<file path="src/rtl/tag_mem_assoc_if.sv">
// Request/response bundle between the cache controller and the N-way tag store.
// The controller drives requests through the master modport; the tag store answers through the slave modport.
interface tag_mem_assoc_if #(
  parameter int INDEX_LENGTH = 5,
  parameter int TAG_LENGTH   = 20,
  parameter int NUM_WAYS     = 2
);
  localparam int WAY_BITS = (NUM_WAYS > 1) ? $clog2(NUM_WAYS) : 1;

  logic                    lookup_valid;
  logic [INDEX_LENGTH-1:0] lookup_index;
  logic [TAG_LENGTH-1:0]   lookup_tag;
  logic                    result_valid;
  logic                    hit;
  logic [WAY_BITS-1:0]     hit_way;
  logic [WAY_BITS-1:0]     victim_way;
  logic                    victim_valid;
  logic                    victim_dirty;
  logic [TAG_LENGTH-1:0]   victim_tag;
  logic                    wr_en;
  logic [INDEX_LENGTH-1:0] wr_index;
  logic [WAY_BITS-1:0]     wr_way;
  logic [TAG_LENGTH-1:0]   wr_tag;
  logic                    wr_dirty;
  logic                    mk_dirty_en;
  logic [INDEX_LENGTH-1:0] mk_dirty_index;
  logic [WAY_BITS-1:0]     mk_dirty_way;
  logic                    flush_req;
  logic                    busy;
  logic                    flush_done;

  modport master (
    output lookup_valid, lookup_index, lookup_tag,
    output wr_en, wr_index, wr_way, wr_tag, wr_dirty,
    output mk_dirty_en, mk_dirty_index, mk_dirty_way,
    output flush_req,
    input  result_valid, hit, hit_way,
    input  victim_way, victim_valid, victim_dirty, victim_tag,
    input  busy, flush_done
  );

  modport slave (
    input  lookup_valid, lookup_index, lookup_tag,
    input  wr_en, wr_index, wr_way, wr_tag, wr_dirty,
    input  mk_dirty_en, mk_dirty_index, mk_dirty_way,
    input  flush_req,
    output result_valid, hit, hit_way,
    output victim_way, victim_valid, victim_dirty, victim_tag,
    output busy, flush_done
  );
endinterface

</file>
<file path="src/rtl/tag_mem_assoc.sv">
// N-way set-associative tag store: registered hit/miss lookup with victim choice
// (first invalid way, else per-set round-robin) and a one-set-per-cycle flush sweep.
module tag_mem_assoc #(
  parameter int INDEX_LENGTH = 5,
  parameter int TAG_LENGTH   = 20,
  parameter int NUM_WAYS     = 2
) (
  input  logic           clk,
  input  logic           resetn,
  tag_mem_assoc_if.slave bus
);
  localparam int NUM_SETS = 2 ** INDEX_LENGTH;
  localparam int WAY_BITS = (NUM_WAYS > 1) ? $clog2(NUM_WAYS) : 1;

  typedef enum logic {IDLE, FLUSH} state_t;

  state_t                  state, state_nxt;
  logic [INDEX_LENGTH-1:0] flush_cnt, flush_cnt_nxt;
  logic                    flush_last;

  logic [TAG_LENGTH-1:0]   tag_mem   [NUM_SETS][NUM_WAYS];
  logic [NUM_WAYS-1:0]     valid_mem [NUM_SETS];
  logic [NUM_WAYS-1:0]     dirty_mem [NUM_SETS];
  logic [WAY_BITS-1:0]     rr_mem    [NUM_SETS];

  logic                    idle, lookup_act, wr_act, mkd_act;
  logic [WAY_BITS-1:0]     rr_next;

  logic [NUM_WAYS-1:0]     set_valid, set_dirty;
  logic                    hit_p0;
  logic [WAY_BITS-1:0]     hit_way_p0, victim_way_p0;
  logic                    victim_valid_p0, victim_dirty_p0;
  logic [TAG_LENGTH-1:0]   victim_tag_p0;

  logic                    vld_p1, hit_p1;
  logic [WAY_BITS-1:0]     hit_way_p1, victim_way_p1;
  logic                    victim_valid_p1, victim_dirty_p1;
  logic [TAG_LENGTH-1:0]   victim_tag_p1;

  assign idle       = (state == IDLE);
  assign lookup_act = idle & bus.lookup_valid;
  assign wr_act     = idle & bus.wr_en;
  assign mkd_act    = idle & bus.mk_dirty_en;
  assign flush_last = (state == FLUSH) && (flush_cnt == INDEX_LENGTH'(NUM_SETS - 1));
  assign rr_next    = (NUM_WAYS > 1) ? WAY_BITS'(bus.wr_way + 1'b1) : '0;

  always_ff @(posedge clk) begin
    if (!resetn) begin
      state     <= IDLE;
      flush_cnt <= '0;
    end else begin
      state     <= state_nxt;
      flush_cnt <= flush_cnt_nxt;
    end
  end

  always_comb begin
    state_nxt      = state;
    flush_cnt_nxt  = flush_cnt;
    bus.busy       = 1'b0;
    bus.flush_done = 1'b0;
    case (state)
      IDLE: begin
        if (bus.flush_req) begin
          state_nxt     = FLUSH;
          flush_cnt_nxt = '0;
        end
      end
      FLUSH: begin
        bus.busy       = 1'b1;
        bus.flush_done = flush_last;
        flush_cnt_nxt  = flush_cnt + 1'b1;
        if (flush_last) state_nxt = IDLE;
      end
      default: state_nxt = IDLE;
    endcase
  end

  // Valid/dirty/rr state; mk_dirty is applied first so a same-entry wr_en overrides it.
  always_ff @(posedge clk) begin
    if (!resetn) begin
      for (int s = 0; s < NUM_SETS; s++) begin
        valid_mem[s] <= '0;
        dirty_mem[s] <= '0;
        rr_mem[s]    <= '0;
      end
    end else if (state == FLUSH) begin
      valid_mem[flush_cnt] <= '0;
      dirty_mem[flush_cnt] <= '0;
      rr_mem[flush_cnt]    <= '0;
    end else begin
      if (mkd_act && valid_mem[bus.mk_dirty_index][bus.mk_dirty_way])
        dirty_mem[bus.mk_dirty_index][bus.mk_dirty_way] <= 1'b1;
      if (wr_act) begin
        valid_mem[bus.wr_index][bus.wr_way] <= 1'b1;
        dirty_mem[bus.wr_index][bus.wr_way] <= bus.wr_dirty;
        rr_mem[bus.wr_index]                <= rr_next;
      end
    end
  end

  always_ff @(posedge clk) begin
    if (wr_act) tag_mem[bus.wr_index][bus.wr_way] <= bus.wr_tag;
  end

  // Stage p0: compare against pre-write contents of the addressed set.
  always_comb begin
    set_valid     = valid_mem[bus.lookup_index];
    set_dirty     = dirty_mem[bus.lookup_index];
    hit_p0        = 1'b0;
    hit_way_p0    = '0;
    victim_way_p0 = (NUM_WAYS > 1) ? rr_mem[bus.lookup_index] : '0;
    for (int w = NUM_WAYS - 1; w >= 0; w--) begin
      if (set_valid[w] && (tag_mem[bus.lookup_index][w] == bus.lookup_tag)) begin
        hit_p0     = 1'b1;
        hit_way_p0 = WAY_BITS'(w);
      end
      if (!set_valid[w]) victim_way_p0 = WAY_BITS'(w);
    end
    victim_valid_p0 = set_valid[victim_way_p0];
    victim_dirty_p0 = set_dirty[victim_way_p0];
    victim_tag_p0   = tag_mem[bus.lookup_index][victim_way_p0];
  end

  // Stage p1: registered results, held between lookups.
  always_ff @(posedge clk) begin
    if (!resetn) begin
      vld_p1          <= 1'b0;
      hit_p1          <= 1'b0;
      hit_way_p1      <= '0;
      victim_way_p1   <= '0;
      victim_valid_p1 <= 1'b0;
      victim_dirty_p1 <= 1'b0;
      victim_tag_p1   <= '0;
    end else begin
      vld_p1 <= lookup_act;
      if (lookup_act) begin
        hit_p1          <= hit_p0;
        hit_way_p1      <= hit_way_p0;
        victim_way_p1   <= victim_way_p0;
        victim_valid_p1 <= victim_valid_p0;
        victim_dirty_p1 <= victim_dirty_p0;
        victim_tag_p1   <= victim_tag_p0;
      end
    end
  end

  assign bus.result_valid = vld_p1;
  assign bus.hit          = hit_p1;
  assign bus.hit_way      = hit_way_p1;
  assign bus.victim_way   = victim_way_p1;
  assign bus.victim_valid = victim_valid_p1;
  assign bus.victim_dirty = victim_dirty_p1;
  assign bus.victim_tag   = victim_tag_p1;
endmodule

</file>
<file path="src/flat_wrapper.sv">
// flat-port wrapper written by rule: the top's interface ports become plain ports
module tag_mem_assoc_flat 
#(
  parameter int INDEX_LENGTH = 5,
  parameter int TAG_LENGTH   = 20,
  parameter int NUM_WAYS     = 2
)
  (clk, resetn, bus_lookup_valid, bus_lookup_index, bus_lookup_tag, bus_wr_en, bus_wr_index, bus_wr_way, bus_wr_tag, bus_wr_dirty, bus_mk_dirty_en, bus_mk_dirty_index, bus_mk_dirty_way, bus_flush_req, bus_result_valid, bus_hit, bus_hit_way, bus_victim_way, bus_victim_valid, bus_victim_dirty, bus_victim_tag, bus_busy, bus_flush_done);
  tag_mem_assoc_if #(.INDEX_LENGTH(INDEX_LENGTH), .TAG_LENGTH(TAG_LENGTH), .NUM_WAYS(NUM_WAYS)) bus_i ();
  input  logic clk;
  input  logic resetn;
  input wire logic [$bits(bus_i.lookup_valid)-1:0] bus_lookup_valid;
  input wire logic [$bits(bus_i.lookup_index)-1:0] bus_lookup_index;
  input wire logic [$bits(bus_i.lookup_tag)-1:0] bus_lookup_tag;
  input wire logic [$bits(bus_i.wr_en)-1:0] bus_wr_en;
  input wire logic [$bits(bus_i.wr_index)-1:0] bus_wr_index;
  input wire logic [$bits(bus_i.wr_way)-1:0] bus_wr_way;
  input wire logic [$bits(bus_i.wr_tag)-1:0] bus_wr_tag;
  input wire logic [$bits(bus_i.wr_dirty)-1:0] bus_wr_dirty;
  input wire logic [$bits(bus_i.mk_dirty_en)-1:0] bus_mk_dirty_en;
  input wire logic [$bits(bus_i.mk_dirty_index)-1:0] bus_mk_dirty_index;
  input wire logic [$bits(bus_i.mk_dirty_way)-1:0] bus_mk_dirty_way;
  input wire logic [$bits(bus_i.flush_req)-1:0] bus_flush_req;
  output wire logic [$bits(bus_i.result_valid)-1:0] bus_result_valid;
  output wire logic [$bits(bus_i.hit)-1:0] bus_hit;
  output wire logic [$bits(bus_i.hit_way)-1:0] bus_hit_way;
  output wire logic [$bits(bus_i.victim_way)-1:0] bus_victim_way;
  output wire logic [$bits(bus_i.victim_valid)-1:0] bus_victim_valid;
  output wire logic [$bits(bus_i.victim_dirty)-1:0] bus_victim_dirty;
  output wire logic [$bits(bus_i.victim_tag)-1:0] bus_victim_tag;
  output wire logic [$bits(bus_i.busy)-1:0] bus_busy;
  output wire logic [$bits(bus_i.flush_done)-1:0] bus_flush_done;
  assign bus_i.lookup_valid = bus_lookup_valid;
  assign bus_i.lookup_index = bus_lookup_index;
  assign bus_i.lookup_tag = bus_lookup_tag;
  assign bus_i.wr_en = bus_wr_en;
  assign bus_i.wr_index = bus_wr_index;
  assign bus_i.wr_way = bus_wr_way;
  assign bus_i.wr_tag = bus_wr_tag;
  assign bus_i.wr_dirty = bus_wr_dirty;
  assign bus_i.mk_dirty_en = bus_mk_dirty_en;
  assign bus_i.mk_dirty_index = bus_mk_dirty_index;
  assign bus_i.mk_dirty_way = bus_mk_dirty_way;
  assign bus_i.flush_req = bus_flush_req;
  assign bus_result_valid = bus_i.result_valid;
  assign bus_hit = bus_i.hit;
  assign bus_hit_way = bus_i.hit_way;
  assign bus_victim_way = bus_i.victim_way;
  assign bus_victim_valid = bus_i.victim_valid;
  assign bus_victim_dirty = bus_i.victim_dirty;
  assign bus_victim_tag = bus_i.victim_tag;
  assign bus_busy = bus_i.busy;
  assign bus_flush_done = bus_i.flush_done;
  tag_mem_assoc #(.INDEX_LENGTH(INDEX_LENGTH), .TAG_LENGTH(TAG_LENGTH), .NUM_WAYS(NUM_WAYS)) u_core (.clk(clk), .resetn(resetn), .bus(bus_i));
endmodule
</file>
<file path="config.mk">
export PLATFORM = sky130hd
export DESIGN_NAME = tag_mem_assoc_flat
export DESIGN_NICKNAME = d
export VERILOG_FILES = /design/src/rtl/tag_mem_assoc_if.sv /design/src/rtl/tag_mem_assoc.sv /design/src/flat_wrapper.sv
export SDC_FILE = /design/constraint.sdc
export NUM_CORES = 2
export LEC_CHECK = 0
export ABC_AREA = 1
export BUFFER_PORTS_ARGS = -buffer_cell sky130_fd_sc_hd__buf_2
export CAP_MARGIN = 20
export CORE_UTILIZATION = 35
export DETAILED_ROUTE_END_ITERATION = 8
export HOLD_SLACK_MARGIN = 0.12
export PLACE_DENSITY = 0.49
export SYNTH_ARGS = -nofsm -noshare
export SYNTH_HDL_FRONTEND = slang
export SYNTH_SLANG_ARGS = --single-unit
</file>
<file path="constraint.sdc">
create_clock -name clk -period 4.45 [get_ports clk]
set_input_delay 0.6675 -clock clk [delete_from_list [all_inputs] [get_ports clk]]
set_output_delay 0.6675 -clock clk [all_outputs]
set_load 0.02 [all_outputs]
</file>
* Word-level counts from Yosys, hierarchy flattened
Memory sizes are Yosys's and may differ from the RTL's.
Index checks and enable logic that the tools add are counted.
W data, S select, Z words.
** Cells by class
- Eq/ne operators :: 4
- Reduce and logical (&&, ||, !) cells :: 14
- Bitwise gates (word level) :: 6
- Shift-type cells :: 0
- Div/mod/pow operators :: 0
- Muxes and demuxes :: 61
- Multipliers :: 0
- Add/sub/neg operators :: 2
- Magnitude comparators :: 8
** Operator list (number)
- $mux W20 :: 4
- $eq A20 B20 Y1 :: 2
- $mux W40 :: 1
- $mux W5 :: 8
- $mux W1 :: 33
- $demux W20 S1 :: 1
- $mux W2 :: 10
- $pmux W5 S2 :: 1
- $reduce_or A2 Y1 :: 5
- $logic_and A1 B1 Y1 :: 7
- $lt A1 B2 Y1 const B :: 3
- $add A5 B1 Y5 const B :: 1
- $eq A5 B5 Y1 const B :: 1
- $ge A2 B2 Y1 const B :: 2
- $not A1 Y2 :: 2
- $and A1 B1 Y1 :: 3
- $demux W1 S1 :: 2
- $ge A1 B1 Y1 const B :: 2
- $lt A2 B1 Y1 const B :: 1
- $ne A2 B2 Y1 const B :: 1
- $pmux W1 S2 :: 1
- $reduce_or A1 Y1 :: 2
- $add A1 B1 Y1 const B :: 1
- $not A1 Y1 :: 1
** Storage, ports and cells
- Output and inout bits :: 28
- Bits in writable memories :: 1440
- ROM bits :: 0
- Word-level logic and storage cells :: 108
- Flip-flop bits (word level) :: 32
- Latch bits :: 0
- Memories kept :: 4
** Memories
- u_core.tag_mem :: words 32, width 40, read ports 1, clocked after memory_dff 0, wr ports 1, line tag_mem_assoc.sv:21 : logic [TAG_LENGTH-1:0] tag_mem [NUM_SETS][NUM_WAYS];
- u_core.dirty_mem :: words 32, width 2, read ports 1, clocked after memory_dff 0, wr ports 32, line tag_mem_assoc.sv:23 : logic [NUM_WAYS-1:0] dirty_mem [NUM_SETS];
- u_core.valid_mem :: words 32, width 2, read ports 2, clocked after memory_dff 0, wr ports 32, line tag_mem_assoc.sv:22 : logic [NUM_WAYS-1:0] valid_mem [NUM_SETS];
- u_core.rr_mem :: words 32, width 1, read ports 1, clocked after memory_dff 0, wr ports 32, line tag_mem_assoc.sv:24 : logic [WAY_BITS-1:0] rr_mem [NUM_SETS];

* Logic depth before layout (Yosys ltp)
An unclocked memory read counts as a cell.
- Depth in word-level cells :: 10
- Depth in mapped cells :: 21
- Gate-level depth less buffers :: 17

* Least setup slack after synthesis
Ideal clock, no wire load.
- Path type :: input-to-reg
- From :: input bus_wr_en
- To :: memory u_core.dirty_mem[10][0], data pin
- Cell stages on the path :: 8
- Arrival :: 2.641 ns
- Slack :: 1.551 ns
- Path buffers :: 1
- Cells stage by stage :: nand2_1 -> nor2_1 -> inv_1 -> clkbuf_1 -> nor2_1 -> inv_1 -> o21ai_0 -> o21ai_1
** RTL lines
- start, declared :: line flat_wrapper.sv:15 : input wire logic [$bits(bus_i.wr_en)-1:0] bus_wr_en;
- end, declared :: line tag_mem_assoc.sv:23

==> impl_metrics.toml <==
[status]
status = "complete, no violations"

[route]
totalWireLength_mm = 216
drt_first_iter_violations = 4800
drcViolationCount = 0
ant_nets = 0
via_per_inst = 5.33
routedWlPerCell_um = 24.5
vias = 47100
firstDrtPassIters = 6

[grt]
antenna_found_initial = 5
grt.total_usage_pct = 22.9
grt_pass1_wl_mm = 311
grt_max_degree = 201
grt-ovfl-total = 0
grt_pass1_vias = 44300

[logic_synthesis]
synth_nets = 6294
async_reset_ff_share_pct = 0
ys_seq_area_share_pct = 67.7
syn_inst = 6228
syn-cell-area_um2 = 64300
yosysTopAreaCellShare_pct = 65.7
yosys.cell_count.top_type = "nand2_1"
synth-edff-count = 1408
synth_area_per_cell_um2 = 10.3
synth_warnings = 0
ys_types = 35
synth_ff_type = "edfxtp_1"
yosys-top-cells-count = "nand2_1, edfxtp_1, nand3_1"
synthTopCellsByArea = "edfxtp_1, nand2_1, nand3_1"
yosys.area.top_type = "edfxtp_1"
ys_ff_latch = 1472

[timing]
drv_slew = 0
finalSetupViolCount = 0
relSlewSlack_pct = 23.7
final.setup.worst_slack_ns = 0.878
min_period_over_period_pct = 80.3
grt_setup_unrepaired = "no"
fmax_ghz = 0.280
holdWs_ns = 0.190
clock_skew_ns = 0.0385
fin_crit_ns = 3.57
worst_pin_slew_ns = 1.14
tns_ns = 0
hold_violations = 0

[layout]
layout-drive-gt1-share_pct = 8.86
nFillCells = 17600
synthToLayoutAreaGrowth_pct = 13.2
fin_nets = 6330
stdcell_count = 8838

[floorplanning]
start_util_pct = 35.4
core_um2 = 182000
rows = 156
dieHeight_um = 431
die_width_um = 431
die_area_um2 = 185000
io_pins = 92

[cts]
ctsHoldBuffers = 0
cts.repair.resized = 0
clkTransAtPathRegs_ns = 0.07
htree_num_levels = 4
clk_path_buf_depth = 3
cts_setup_buffers = 0
clock-sinks = 1472
clk_latency_ns = 0.80
cts_made_buffers = 160
tritoncts = "yes"
root_buffer = "clkbuf_16"

[power]
p_leak_nw = 26.2
internal_power_w = 0.0232
switchingPower_w = 0.00749
clkPwrFrac_pct = 42.0
pwr-share-comb_pct = 8.0
peakVddDrop_uv = 357
sw_frac_of_total_pct = 24.4
p_seq_share_pct = 50.0
power_density_nw_per_um2 = 421

[worst_hold_path]
hp-class = "input pin to flip-flop"

[run]
max_cap_viol_count = 0

[worst_setup_path]
path_class = "flip-flop to flip-flop"
crit_slowest_cell = "inv_1"
crit_path_frequent_cell = "inv_1"
cp-start-kind = "flip-flop"
worstPathMaxFanout = 30
path_cells = "inv_1 > nand2_1 > nor2_1 > inv_1 > nand2_1 > o21ai_1 > inv_1 > nor2_1 > nand3_1 > nor2_1 > inv_1 > nand2_1"
arrival_ns = 4.08
slowest_delay_ns = 0.69
critical_path_required_ns = 4.95
cp-end-kind = "flip-flop"

[place]
placed_cells = 8551
pre_cts_ws_ns = 0.823
portBuffers = 91
gp_congestion = 0.901
hpwl_mm = 125
==> placed cells by master, fill, tap and decap left out, types with 41 or more instances in the layout <==
master,instances
edfxtp_1,1408
o21ai_1,61
dfxtp_1,64
buf_4,155
inv_1,176
buf_2,86
nor2_2,65
nand2_1,2149
nand3_1,1373
o21ai_0,132
clkbuf_1,44
clkinv_1,41
nor2_1,273
clkbuf_16,163
==> power groups by stage <==
| stage | clock [W] | combinational, W | sequential, W |
|---|---|---|---|
| after floorplan | 0 | 0.00131 | 0.0156 |
| final | 0.0129 | 0.00244 | 0.0153 |
| after detailed placement | 0 | 0.00243 | 0.0156 |
| after CTS | 0.0131 | 0.00243 | 0.0153 |
| after global routing | 0.0136 | 0.00263 | 0.0153 |
| after global placement | 0 | 0.00242 | 0.0156 |
==> final cells by class <==
type                            instances  area (um^2)  share of cell area, %
Sequential cell                      1472        43600                   59.9
Inverter                              190          741                   1.02
Timing Repair Buffer                  273         2210                   3.04
Clock buffer                          212         4310                   5.93
Antenna cell                            2         5.00                0.00688
Multi-Input combinational cell       4167        18200                   25.0
Tap cell                             2449         3060                   4.21
Clock inverter                         73          661                  0.908
==> flip-flops by register name (all words and copies together) (netlist names), 5 cells and up <==
name and cells:
u_core.tag_mem 1280, u_core.dirty_mem 64, u_core.valid_mem 64, u_core.rr_mem 32, u_core.bus.victim_tag 20, u_core.flush_cnt 5
==> routing by layer <==
layer / up-vias / wire length (um) / GRT usage, % / share of wire, %
li1: 21600 / - / - / -
met1: 23400 / 95800 / 32.7 / 44
met2: 1800 / 98500 / 35.7 / 46
met3: 314 / 14600 / 3.07 / 6.7
met4: 2 / 7210 / 7.84 / 3.3
met5: - / 8 / 0 / 0.0037
==> kinds of logic after synthesis <==
family | Yosys count | share of synthesized area [%]
and+or+nand+nor | 3882 | 25.5
DFF | 1472 | 67.7
buffers and inverters | 589 | 4.20
AOI/OAI and AO/OA | 279 | 2.49
xor gates and xnor gates | 4 | 0.0545
adders and majority gates | 2 | 0.0389
==> through the flow <==
stage	power (W)	instance area, um^2	utilization [%]
2_1_floorplan	0.0169	64300	-
4_1_cts	0.0309	72800	40.0
6_report	0.0307	72800	40.0
3_5_place_dp	0.0181	67800	37.3
3_3_place_gp	0.0180	67800	37.3
5_1_grt	0.0316	72800	40.0
==> worst paths after layout <==
kind | start | endpoint | slack (ns) | cells after the start
worst min register to register | u_core.rr_mem[1] | u_core.rr_mem[1] | 0.46 | 2
worst max-delay path | u_core.state | u_core.valid_mem[7][1] | 0.88 | 12
worst min-delay path | bus_wr_tag[5] | u_core.tag_mem[28][5] | 0.19 | 1
worst max register to register | u_core.state | u_core.valid_mem[7][1] | 0.88 | 12
==> critical path, delay by kind of cell, from the launching register on <==
kind / cells / cell delay, ns
AOI/OAI and AO/OA: 1 / 0.30
and+or+nand+nor: 7 / 1.38
buffers and inverters: 4 / 1.15
DFF: 1 / 0.44
Power figures use the tool's default switching activity.
